`src/rtl/ram_share_pkg.sv`:
```
// Shared constants and types for the two-client ram32x4 sharing controller.
package ram_share_pkg;

  localparam int unsigned ADDR_W   = 5;
  localparam int unsigned DATA_W   = 4;
  localparam int unsigned DEPTH    = 2 ** ADDR_W;
  localparam int unsigned READ_LAT = 2;

  typedef enum logic {CLEAR, SERVE} state_t;
  typedef enum logic {CLI_A, CLI_B} client_t;

  typedef struct packed {
    logic    valid;
    client_t cli;
  } rtag_t;

endpackage

```
`src/rtl/ram_share_ctrl_if.sv`:
```
// Client-side bus of the RAM sharing controller: two request ports plus shared read data.
interface ram_share_ctrl_if;
  import ram_share_pkg::*;

  logic              a_req;
  logic              a_we;
  logic [ADDR_W-1:0] a_addr;
  logic [DATA_W-1:0] a_din;
  logic              a_gnt;
  logic              a_rvalid;

  logic              b_req;
  logic              b_we;
  logic [ADDR_W-1:0] b_addr;
  logic [DATA_W-1:0] b_din;
  logic              b_gnt;
  logic              b_rvalid;

  logic [DATA_W-1:0] rdata;
  logic              busy;

  modport master (
    output a_req, a_we, a_addr, a_din,
    output b_req, b_we, b_addr, b_din,
    input  a_gnt, a_rvalid, b_gnt, b_rvalid, rdata, busy
  );

  modport slave (
    input  a_req, a_we, a_addr, a_din,
    input  b_req, b_we, b_addr, b_din,
    output a_gnt, a_rvalid, b_gnt, b_rvalid, rdata, busy
  );

endinterface

```
`src/rtl/rr_arb2.sv`:
```
// Two-input round-robin arbiter; the pointer moves past the winner only when a grant is used.
module rr_arb2
  import ram_share_pkg::*;
(
  input  logic       clk,
  input  logic       reset,
  input  logic [1:0] req,
  input  logic       advance,
  output logic [1:0] gnt
);

  client_t prio_q, prio_d;

  always_ff @(posedge clk) begin
    if (reset) prio_q <= CLI_A;
    else       prio_q <= prio_d;
  end

  always_comb begin
    gnt = '0;
    if (req[0] && (!req[1] || prio_q == CLI_A)) gnt[0] = 1'b1;
    else if (req[1])                            gnt[1] = 1'b1;
  end

  always_comb begin
    prio_d = prio_q;
    if (advance) prio_d = gnt[0] ? CLI_B : CLI_A;
  end

endmodule

```
`src/rtl/ram_share_ctrl.sv`:
```
// Shares one ram32x4 between clients A and B: clears the RAM after reset, then
// grants one round-robin access per cycle and tags read returns with their owner.
module ram_share_ctrl
  import ram_share_pkg::*;
(
  input  logic              clk,
  input  logic              reset,
  ram_share_ctrl_if.slave   cif,
  output logic [ADDR_W-1:0] mem_addr,
  output logic [DATA_W-1:0] mem_din,
  output logic              mem_we,
  input  logic [DATA_W-1:0] mem_dout
);

  localparam int unsigned CNT_W = ADDR_W + 1;

  state_t            state_q, state_d;
  logic [CNT_W-1:0]  cnt_q, cnt_d;
  logic [ADDR_W-1:0] mem_addr_q, mem_addr_d;
  logic [DATA_W-1:0] mem_din_q, mem_din_d;
  logic              mem_we_q, mem_we_d;
  rtag_t             rpipe_q [READ_LAT];
  rtag_t             rtag_d;
  logic [1:0]        arb_gnt;
  logic              a_win, b_win, transfer;

  rr_arb2 u_arb (
    .clk     (clk),
    .reset   (reset),
    .req     ({cif.b_req, cif.a_req}),
    .advance (transfer),
    .gnt     (arb_gnt)
  );

  always_ff @(posedge clk) begin
    if (reset) begin
      state_q <= CLEAR;
      cnt_q   <= '0;
    end else begin
      state_q <= state_d;
      cnt_q   <= cnt_d;
    end
  end

  // Counter is one bit wider than the address so reaching DEPTH ends CLEAR without wrapping.
  always_comb begin
    state_d = state_q;
    cnt_d   = cnt_q;
    if (state_q == CLEAR) begin
      cnt_d = cnt_q + CNT_W'(1);
      if (cnt_d == CNT_W'(DEPTH)) state_d = SERVE;
    end
  end

  always_comb begin
    a_win      = (state_q == SERVE) && arb_gnt[0];
    b_win      = (state_q == SERVE) && arb_gnt[1];
    transfer   = a_win || b_win;
    mem_we_d   = 1'b0;
    mem_addr_d = mem_addr_q;
    mem_din_d  = mem_din_q;
    rtag_d     = '{valid: 1'b0, cli: CLI_A};
    if (state_q == CLEAR) begin
      mem_we_d   = 1'b1;
      mem_addr_d = cnt_q[ADDR_W-1:0];
      mem_din_d  = '0;
    end else if (b_win) begin
      mem_we_d   = cif.b_we;
      mem_addr_d = cif.b_addr;
      mem_din_d  = cif.b_din;
      rtag_d     = '{valid: !cif.b_we, cli: CLI_B};
    end else if (a_win) begin
      mem_we_d   = cif.a_we;
      mem_addr_d = cif.a_addr;
      mem_din_d  = cif.a_din;
      rtag_d     = '{valid: !cif.a_we, cli: CLI_A};
    end
  end

  always_ff @(posedge clk) begin
    if (reset) begin
      mem_we_q   <= 1'b0;
      mem_addr_q <= '0;
      mem_din_q  <= '0;
      for (int unsigned i = 0; i < READ_LAT; i++) rpipe_q[i] <= '{valid: 1'b0, cli: CLI_A};
    end else begin
      mem_we_q   <= mem_we_d;
      mem_addr_q <= mem_addr_d;
      mem_din_q  <= mem_din_d;
      rpipe_q[0] <= rtag_d;
      for (int unsigned i = 1; i < READ_LAT; i++) rpipe_q[i] <= rpipe_q[i-1];
    end
  end

  assign mem_we       = mem_we_q;
  assign mem_addr     = mem_addr_q;
  assign mem_din      = mem_din_q;
  assign cif.a_gnt    = a_win;
  assign cif.b_gnt    = b_win;
  assign cif.a_rvalid = rpipe_q[READ_LAT-1].valid && (rpipe_q[READ_LAT-1].cli == CLI_A);
  assign cif.b_rvalid = rpipe_q[READ_LAT-1].valid && (rpipe_q[READ_LAT-1].cli == CLI_B);
  assign cif.rdata    = mem_dout;
  assign cif.busy     = (state_q == CLEAR);

endmodule

```
`src/flat_wrapper.sv`:
```
// flat-port wrapper written by rule: the top's interface ports become plain ports
module ram_share_ctrl_flat import ram_share_pkg::*;
  (clk, reset, mem_addr, mem_din, mem_we, mem_dout, cif_a_req, cif_a_we, cif_a_addr, cif_a_din, cif_b_req, cif_b_we, cif_b_addr, cif_b_din, cif_a_gnt, cif_a_rvalid, cif_b_gnt, cif_b_rvalid, cif_rdata, cif_busy);
  ram_share_ctrl_if cif_i ();
  input  logic clk;
  input  logic reset;
  output logic [ADDR_W-1:0] mem_addr;
  output logic [DATA_W-1:0] mem_din;
  output logic mem_we;
  input  logic [DATA_W-1:0] mem_dout;
  input wire logic [$bits(cif_i.a_req)-1:0] cif_a_req;
  input wire logic [$bits(cif_i.a_we)-1:0] cif_a_we;
  input wire logic [$bits(cif_i.a_addr)-1:0] cif_a_addr;
  input wire logic [$bits(cif_i.a_din)-1:0] cif_a_din;
  input wire logic [$bits(cif_i.b_req)-1:0] cif_b_req;
  input wire logic [$bits(cif_i.b_we)-1:0] cif_b_we;
  input wire logic [$bits(cif_i.b_addr)-1:0] cif_b_addr;
  input wire logic [$bits(cif_i.b_din)-1:0] cif_b_din;
  output wire logic [$bits(cif_i.a_gnt)-1:0] cif_a_gnt;
  output wire logic [$bits(cif_i.a_rvalid)-1:0] cif_a_rvalid;
  output wire logic [$bits(cif_i.b_gnt)-1:0] cif_b_gnt;
  output wire logic [$bits(cif_i.b_rvalid)-1:0] cif_b_rvalid;
  output wire logic [$bits(cif_i.rdata)-1:0] cif_rdata;
  output wire logic [$bits(cif_i.busy)-1:0] cif_busy;
  assign cif_i.a_req = cif_a_req;
  assign cif_i.a_we = cif_a_we;
  assign cif_i.a_addr = cif_a_addr;
  assign cif_i.a_din = cif_a_din;
  assign cif_i.b_req = cif_b_req;
  assign cif_i.b_we = cif_b_we;
  assign cif_i.b_addr = cif_b_addr;
  assign cif_i.b_din = cif_b_din;
  assign cif_a_gnt = cif_i.a_gnt;
  assign cif_a_rvalid = cif_i.a_rvalid;
  assign cif_b_gnt = cif_i.b_gnt;
  assign cif_b_rvalid = cif_i.b_rvalid;
  assign cif_rdata = cif_i.rdata;
  assign cif_busy = cif_i.busy;
  ram_share_ctrl u_core (.clk(clk), .reset(reset), .cif(cif_i), .mem_addr(mem_addr), .mem_din(mem_din), .mem_we(mem_we), .mem_dout(mem_dout));
endmodule
```
`config.mk`:
```
export PLATFORM = sky130hd
export DESIGN_NAME = ram_share_ctrl_flat
export DESIGN_NICKNAME = d
export VERILOG_FILES = /design/src/rtl/ram_share_pkg.sv /design/src/rtl/ram_share_ctrl_if.sv /design/src/rtl/rr_arb2.sv /design/src/rtl/ram_share_ctrl.sv /design/src/flat_wrapper.sv
export SDC_FILE = /design/constraint.sdc
export NUM_CORES = 1
export LEC_CHECK = 0
export BUFFER_PORTS_ARGS = -buffer_cell sky130_fd_sc_hd__buf_4
export CAP_MARGIN = 20
export CORE_UTILIZATION = 40
export DETAILED_ROUTE_END_ITERATION = 8
export MAX_ROUTING_LAYER = met4
export PLACE_DENSITY = 0.81
export SYNTH_ARGS = -nofsm -noshare
export SYNTH_HDL_FRONTEND = slang
export SYNTH_SLANG_ARGS = --single-unit
```
`constraint.sdc`:
```
create_clock -name clk -period 2.8 [get_ports clk]
set_input_delay 0.56 -clock clk [delete_from_list [all_inputs] [get_ports clk]]
set_output_delay 0.56 -clock clk [all_outputs]
set_load 0.01 [all_outputs]
```
## After elaboration in Yosys (flattened, before gate mapping)

Memories as Yosys holds them, arrays and structs flattened.
Cells that the tools add are included.
W data, S select, Z words.

| storage, ports and cells | value |
|---|---|
| flip-flop bits (word level) | 18 |
| memory bits (writable) | 4 |
| input bits | 28 |
| output and inout bits | 19 |
| word-level logic and storage cells | 49 |
| memories | 1 |

| operators by class | value |
|---|---|
| $add $sub $neg | 1 |
| eq/ne operators | 2 |
| muxes and demuxes | 22 |
| bitwise logic cells | 5 |
| reduce and logical (&&, ||, !) cells | 12 |

Memory list:

| name | words | width | read ports | clocked after Yosys merged registers in | write ports | RTL line | text |
|---|---|---|---|---|---|---|---|
| u_core.rpipe_q | 2 | 2 | 2 | 0 | 2 | ram_share_ctrl.sv:22 | `rtag_t rpipe_q [READ_LAT];` |

Operators by type and width:

| operator | number |
|---|---|
| $mux W5 | 3 |
| $mux W1 | 12 |
| $mux W2 | 5 |
| $mux W4 | 2 |
| $add A6 B1 Y6 const B | 1 |
| $eq A6 B6 Y1 const B | 1 |
| $logic_and A1 B1 Y1 | 5 |
| $logic_not A1 Y1 | 3 |
| $ne A3 B3 Y1 const B | 1 |
| $not A1 Y1 | 3 |
| $logic_or A1 B1 Y1 | 2 |
| $or A1 B1 Y1 | 2 |
| $reduce_bool A2 Y1 | 1 |
| $reduce_or A2 Y1 | 1 |

## Logic depth before layout (Yosys ltp)

Gate-level depths: netlist of the first run.

| logic depth | value |
|---|---|
| depth after elaboration | 9 |
| mapped depth | 5 |
| mapped depth without buffers | 5 |

## Modules after synthesis

A second synthesis of the first run with hierarchy kept.

| unflattened totals | value |
|---|---|
| cells, all modules | 116 |
| area total of the unflattened synthesis | 1059.8 µm² |

Modules (own cells, without submodules):

| module | instances | cells each | area an instance (µm²) | sequential area each (µm²) |
|---|---|---|---|---|
| ram_share_ctrl | 1 | 109 | 992.2 | 420.4 |
| rr_arb2 | 1 | 7 | 67.6 | 20.0 |

## Worst setup path before layout of the first run

No wires, ideal clock.

| timing path | value |
|---|---|
| path type | in2out |
| from | input port cif_b_req |
| to | output port cif_a_gnt |
| arrival | 1037 ps |
| data required time | 2240 ps |
| setup slack | 1203 ps |
| stages on the path | 4 |
| buffers on the path | 1 |
| path through | buf_4 > nand2_1 > nand2_1 > nor2_1 |

| between the ends | value |
|---|---|
| cells in the longest elaborated chain, start to end | 5 |

RTL lines:

| item | RTL line | text |
|---|---|---|
| from (decl) | flat_wrapper.sv:15 | `input wire logic [$bits(cif_i.b_req)-1:0] cif_b_req;` |
| $logic_not A1 Y1 | rr_arb2.sv:21 | `if (req[0] && (!req[1] \|\| prio_q == CLI_A)) gnt[0] = 1'b1;` |
| $logic_or A1 B1 Y1 | rr_arb2.sv:21 |  |
| $logic_and A1 B1 Y1 | rr_arb2.sv:21 |  |
| $mux W1 | rr_arb2.sv:21 |  |
| $logic_and A1 B1 Y1 | ram_share_ctrl.sv:56 | `a_win = (state_q == SERVE) && arb_gnt[0];` |
| to (decl) | flat_wrapper.sv:19 | `output wire logic [$bits(cif_i.a_gnt)-1:0] cif_a_gnt;` |

Every way passes these cells.

## Worst setup path in the final report of the first run

| timing path | value |
|---|---|
| from | register u_core.state_q |
| to | output port cif_a_gnt |

| between the ends | value |
|---|---|
| cells in the longest elaborated chain, start to end | 1 |

RTL lines:

| item | RTL line | text |
|---|---|---|
| from (decl) | ram_share_ctrl.sv:17 | `state_t state_q, state_d;` |
| from (signal assigned) | ram_share_ctrl.sv:40 | `state_q <= state_d;` |
| $logic_and A1 B1 Y1 | ram_share_ctrl.sv:56 |  |

Every way passes these cells.

==> results.txt, run 1 <==
Status = finished clean
Vias per inst = 5.122
Final Setup Violations = 0
Post-CTS resize count = 0
Post-Syn Area = 1059 sq um
Antenna violations before repair = 0
Vias post-DR = 963
# fillers = 234
First-pass GRT wire length = 3795 microns
Post-CTS Hold Buffers = 0
Post-synth EDFFs = 0
Fin crit share = 0.7732
Crit-path max FO = 19
Die X = 53.44 microns
FF+latch area = 440.4 sq um
Syn nets = 155
Seq cells post-synth = 22
Finished Core Util = 0.5385
CTS tree = yes
Post-synthesis async set-or-reset flop share = 0
HP Class = reg -> reg
Pins over their slew limit = 0
Worst vdd ir = 273.5 uV
Dpl hpwl = 1794 microns
Ant diodes = 0
Post-layout min period = 2.165 ns
Nets@finish = 189
Crit path DAT = 1.61 ns
Final hold violation count = 0
Row count = 18
Sequential fraction of the synthesis area = 0.4161
Sw frac = 0.2388
Reg clk slew, reported paths = 0.12 ns
FF-to-FF path depth = 4
Area grow syn2layout = 27.19%
Setup CP Type = reg -> out
Core area = 2500 sq um
Ports = 47
Switch Pwr = 0.0001277 W
Synth Flop Type = dfxtp_1
Synth Area per Inst = 8.401 sq um
H-tree Lvls = 1
Num CTS Buffers = 3
Clock network power share = 0.264
Layout Skew = 0.002763 ns
Multi-input logic area = 544.3 sq um
DR pass1 iterations = 4
Setup TNS after final layout = 0 ns
Post-CTS Repair Setup Buffers = 0
Power share of the combinational group = 0.126
Crit end category = output port
Initial Util = 0.4234
Synth cell count leaders = nor2_1 (26), dfxtp_1 (22), nand2_1 (10), buf_4 (6), nor3_1 (6)
Relative slew slack = 0.5422
Initial DRC Count = 14
Worst Hold Depth = 1
Largest net degree at the start of global routing = 20
Synth warnings = 0
Critical path startpoint category = flop
Total Wirelength = 2329 microns
Fmax = 461.9 MHz
Cell Int Power = 0.0004070 W
Required @ worst endpoint = 2.24 ns
Clock Sinks = 22
Pwr Density = 397.2 nW/um^2
Worst-Margin Slew = 0.6858 ns
Antenna Violating Nets Remaining = 0
Max Cap Viol = 0
Syn Inst Count = 126
Top-count cell post-synth = nor2_1
CTS Buffer Depth = 2
Drt drc = 0
Post-synth cell types = 36
Leakage Power = 0.5526 nW
Root buffer cell = clkbuf_4
Vias in the first global route = 899
Sequential power share = 0.610
Unrepaired setup endpoints after global routing = false
Layout cells sized above 1 = 0.3165
Share of the synthesized area in the top cell type = 0.4161
Grt total ovfl = 0
Largest area contributor in the netlist = dfxtp_1
Worst-Skew Late Latency = 0.30 ns
Synth area leaders = dfxtp_1 (42%), nor2_1 (9.2%), buf_4 (4.3%)
DR WL/cell = 12.39 microns
Die area = 2856 sq um
GRT Total Usage = 0.1881
Routability congestion estimate = 0.7356
IO buf count = 38
Die height = 53.44 microns
cell type report:
type	instances	area share
multi-input cells	91	0.4043
clock buffers	3	0.01673
flip-flops and latches	22	0.3271
inverters	4	0.01208
well taps	30	0.02788
repair buffers	38	0.2119
state kept, by name (all words and copies together) (netlist names):
signal,flops
u_core.cnt_q,6
u_core.mem_addr,5
u_core.mem_din,4
u_core.mem_we,1
u_core.rpipe_q,4
u_core.state_q,1
u_core.u_arb.prio_q,1
power by group through the flow:
stage          clock, W  combinational [W]  sequential [W]
6_report       0.000141          0.0000672        0.000326
5_1_grt        0.000156          0.0000739        0.000327
4_1_cts        0.000144          0.0000679        0.000326
3_5_place_dp          0          0.0000674        0.000333
3_3_place_gp          0          0.0000648        0.000333
2_1_floorplan         0          0.0000357        0.000334
placed cells by master (no fill, tap or decap), types with 2 or more instances in the layout:
| master | instances |
|---|---|
| nand3_1 | 4 |
| xor2_1 | 2 |
| inv_1 | 3 |
| nor2b_1 | 5 |
| a21oi_1 | 4 |
| nor3_1 | 6 |
| nand2b_4 | 2 |
| o21ai_0 | 5 |
| buf_4 | 38 |
| xnor2_1 | 2 |
| nor4_1 | 4 |
| clkbuf_4 | 3 |
| dfxtp_1 | 22 |
| nand2_1 | 10 |
| nor2_1 | 26 |
| a311oi_1 | 4 |
final timing paths:
check | start | end | slack, ns
worst max-delay path | u_core.state_q | cif_a_gnt | 0.63
worst min-delay path | u_core.rpipe_q[0][1] | u_core.rpipe_q[0][3] | 0.45
worst max register to register | u_core.state_q | u_core.mem_din[1] | 1.09
worst min register to register | u_core.rpipe_q[0][1] | u_core.rpipe_q[0][3] | 0.45
critical path: stages (launching register included):
cell,delay [ns]
dfxtp_1,0.78
inv_1,0.24
nor2_1,0.15
buf_4,0.13
cells by family (layout without fill, tap and decap cells):
kind of cell | after synthesis | count (layout) | synth area share
AOI/OAI and AO/OA | 22 | 22 | 0.1525
xor gates and xnor gates | 4 | 4 | 0.03310
adders and majority gates | 1 | 1 | 0.01182
buffers and inverters | 13 | 45 | 0.06972
DFF | 22 | 22 | 0.4161
muxes | 1 | 1 | 0.009457
and+or+nand+nor | 63 | 63 | 0.3073
through the flow:
stage	std cells	worst slack [ns]	hold slack [ns]	power [W]	cell area, sq um
after detailed placement	185	1.001	0.4247	0.0004005	1324
after global routing	188	0.5071	0.4773	0.0005576	1346
after CTS	188	0.6387	0.4524	0.0005377	1346
final	188	0.6349	0.4469	0.0005347	1346
after floorplan	126	1.203	0.4138	0.0003694	1059
after global placement	185	1.026	0.4161	0.0003977	1324
routing by layer:
layer | wire [microns] | GRT usage | up-vias
met5 | 0 | - | -
met4 | 44 | 0.09649 | 0
li1 | - | - | 499
met2 | 1181 | 0.3000 | 33
met1 | 968 | 0.2272 | 424
met3 | 136 | 0.02874 | 7
Power figures use the tool's default switching activity.
==> inputs of run 2 (changes only) <==
ABC_AREA = 1   (was default)
PLACE_DENSITY = 0.82   (was 0.81)
clock period = 1.8 ns   (was 2.8 ns; I/O delays follow)
==> run 2 against run 1 <==
Against the previous run: wire length is 10% higher; utilization shrank 0.26 points; clock-buffer cell count increased by 1; clock skew hardly changed; critical path depth unchanged; combinational power grew 49%; area after synthesis rose by 8.2%; first-iteration DRC count grew to 3.0 times the previous value; synthesized cell count is 33% higher; clock power rose by 99%; critical path type unchanged; highest routed layer unchanged; setup slack got worse by 0.53 ns.
==> results.txt, run 2 <==
FF+latch area = 440.4 sq um
Leakage Power = 0.7220 nW
Unrepaired setup endpoints after global routing = false
Vias per inst = 5.000
Fin crit share = 0.9435
Antenna violations before repair = 0
Worst-Skew Late Latency = 0.31 ns
CTS Buffer Depth = 2
Post-CTS resize count = 0
Die X = 55.50 microns
Vias post-DR = 1170
Root buffer cell = clkbuf_4
# fillers = 266
Reg with most FFs = u_core.cnt_q
Most common cell after layout, fill and taps aside = buf_4
Crit path DAT = 1.34 ns
Final Setup Violations = 0
Pins over their slew limit = 0
Seq cells post-synth = 22
Synth warnings = 0
Layout Skew = 0.002684 ns
Status = finished clean
Synth cell count leaders = nand2_1 (36), nor2_1 (27), dfxtp_1 (22), nand3_1 (21), inv_1 (17)
Routability congestion estimate = 0.8743
Post-CTS Hold Buffers = 0
Total Wirelength = 2570 microns
Worst vdd ir = 408.2 uV
Post-synthesis async set-or-reset flop share = 0
Synth area leaders = dfxtp_1 (38%), nand2_1 (12%), nand3_1 (9.2%)
Nets@finish = 233
Crit-path max FO = 17
Synth Flop Type = dfxtp_1
Initial Util = 0.4188
Final Instance Area = 1465 sq um
Drt drc = 0
Setup TNS after final layout = 0 ns
Dpl hpwl = 1886 microns
Synth Area per Inst = 6.855 sq um
Fmax = 588.8 MHz
Vias in the first global route = 982
Worst-Margin Slew = 0.3841 ns
Most frequent cells in the layout = buf_4 (40), nand2_1 (36), nor2_1 (27), dfxtp_1 (22), nand3_1 (21)
Sw frac = 0.2409
CTS tree = yes
HP Class = in -> reg
Max Cap Viol = 0
PnR Total Power = 0.0008896 W
Clock Sinks = 22
Post-CTS Repair Setup Buffers = 0
Post-synth cell types = 23
Max reg flops = 6
Largest net degree at the start of global routing = 18
Required @ worst endpoint = 1.44 ns
Crit path cell chain = inv_4, nor2_4, buf_4
CP max stage cell = dfxtp_1
Post-Syn Area = 1145 sq um
Relative slew slack = 0.7436
Area grow syn2layout = 27.98%
Critical path startpoint category = flop
Share of the synthesized area in the top cell type = 0.3847
Core area = 2734 sq um
GRT Total Usage = 0.1782
Grt total ovfl = 0
IO buf count = 38
Reg clk slew, reported paths = 0.12 ns
DR pass1 iterations = 4
Sequential fraction of the synthesis area = 0.3847
Post-synth EDFFs = 0
Power share of the combinational group = 0.113
Die height = 55.50 microns
Crit end category = output port
Multi-input logic area = 569.3 sq um
Cell family with most CP delay = flip-flops
Sequential power share = 0.572
Antenna Violating Nets Remaining = 0
Pwr Density = 607.2 nW/um^2
Top-count cell post-synth = nand2_1
Slowest stage delay, CP = 0.58 ns
Post-layout min period = 1.698 ns
CP bufs+invs = 2
Switch Pwr = 0.0002143 W
DR WL/cell = 10.98 microns
Clock network power share = 0.315
Syn nets = 196
Final hold violation count = 0
Row count = 19
Largest area contributor in the netlist = dfxtp_1
Die area = 3080 sq um
Cell Int Power = 0.0006753 W
Setup CP Type = reg -> out
Ant diodes = 0
Ports = 47
Initial DRC Count = 42
First-pass GRT wire length = 4298 microns
Post-DP Area = 1429 sq um
Layout cells sized above 1 = 0.2611
Num CTS Buffers = 3
Syn Inst Count = 167
H-tree Lvls = 1
run 2: cell types whose count changed after synthesis, moves of 4 or more:
cell / before / now
nand2_1: 10 / 36
nand3_1: 4 / 21
inv_1: 3 / 17
nor3_1: 6 / 0
o21ai_0: 5 / 11
nor2b_1: 5 / 0
a311oi_1: 4 / 0
nand3b_1: 0 / 4
nor4_1: 4 / 0
run 2: power groups by stage:
stage | Combinational [W] | Clock, W | Sequential [W]
finish | 0.000100 | 0.000280 | 0.000509
global route | 0.000111 | 0.000309 | 0.000511
floorplan | 0.0000486 | 0 | 0.000517
global placement | 0.0000982 | 0 | 0.000519
detailed placement | 0.0000987 | 0 | 0.000519
CTS | 0.000100 | 0.000283 | 0.000509
run 2: worst reg2reg max path, delay by kind of cell, from the launching register on:
kind	cells	cell delay [ns]
compound gates	1	0.17
simple gates	1	0.27
flops	1	0.58
buf+inv	2	0.28
run 2: path summary, 6_finish.rpt:
path / start / depth (start not counted) / slack [ns] / end
setup / recovery: u_core.state_q / 3 / 0.10 / cif_a_gnt
hold / removal: reset / 2 / 0.26 / u_core.rpipe_q[0][3]
setup reg to reg: u_core.state_q / 4 / 0.45 / u_core.cnt_q[1]
hold reg to reg: u_core.rpipe_q[0][1] / 2 / 0.41 / u_core.rpipe_q[0][3]
run 2: cell families after synthesis:
logic type,synth area share
simple gates,0.3716
buf+inv,0.1180
flops,0.3847
compound gates,0.1147
fa+ha+maj,0.01093
run 2: area by class of cell:
class	count	share of cell area
multi-input cells	117	0.3886
inverters	20	0.05465
repair buffers	40	0.2050
flip-flops and latches	22	0.3006
well taps	31	0.02647
clock buffers	4	0.02477
run 2: per-stage QoR:
stage,hold WS [ns],util,setup slack [ns],instances
after CTS,0.2596,0.5359,0.1034,234
after global placement,0.3905,0.5227,0.4503,230
final,0.2569,0.5359,0.1016,234
after global routing,0.2390,0.5359,0.002833,234
after detailed placement,0.3949,0.5227,0.4468,230
after floorplan,0.3883,-,0.6099,167
run 2: layer usage:
layer / vias up / wire length [microns] / global-route usage
met5: - / 0 / -
met4: 0 / 41 / 0.06429
met3: 5 / 176 / 0.02810
met2: 53 / 1147 / 0.2737
met1: 508 / 1204 / 0.2375
li1: 604 / - / -
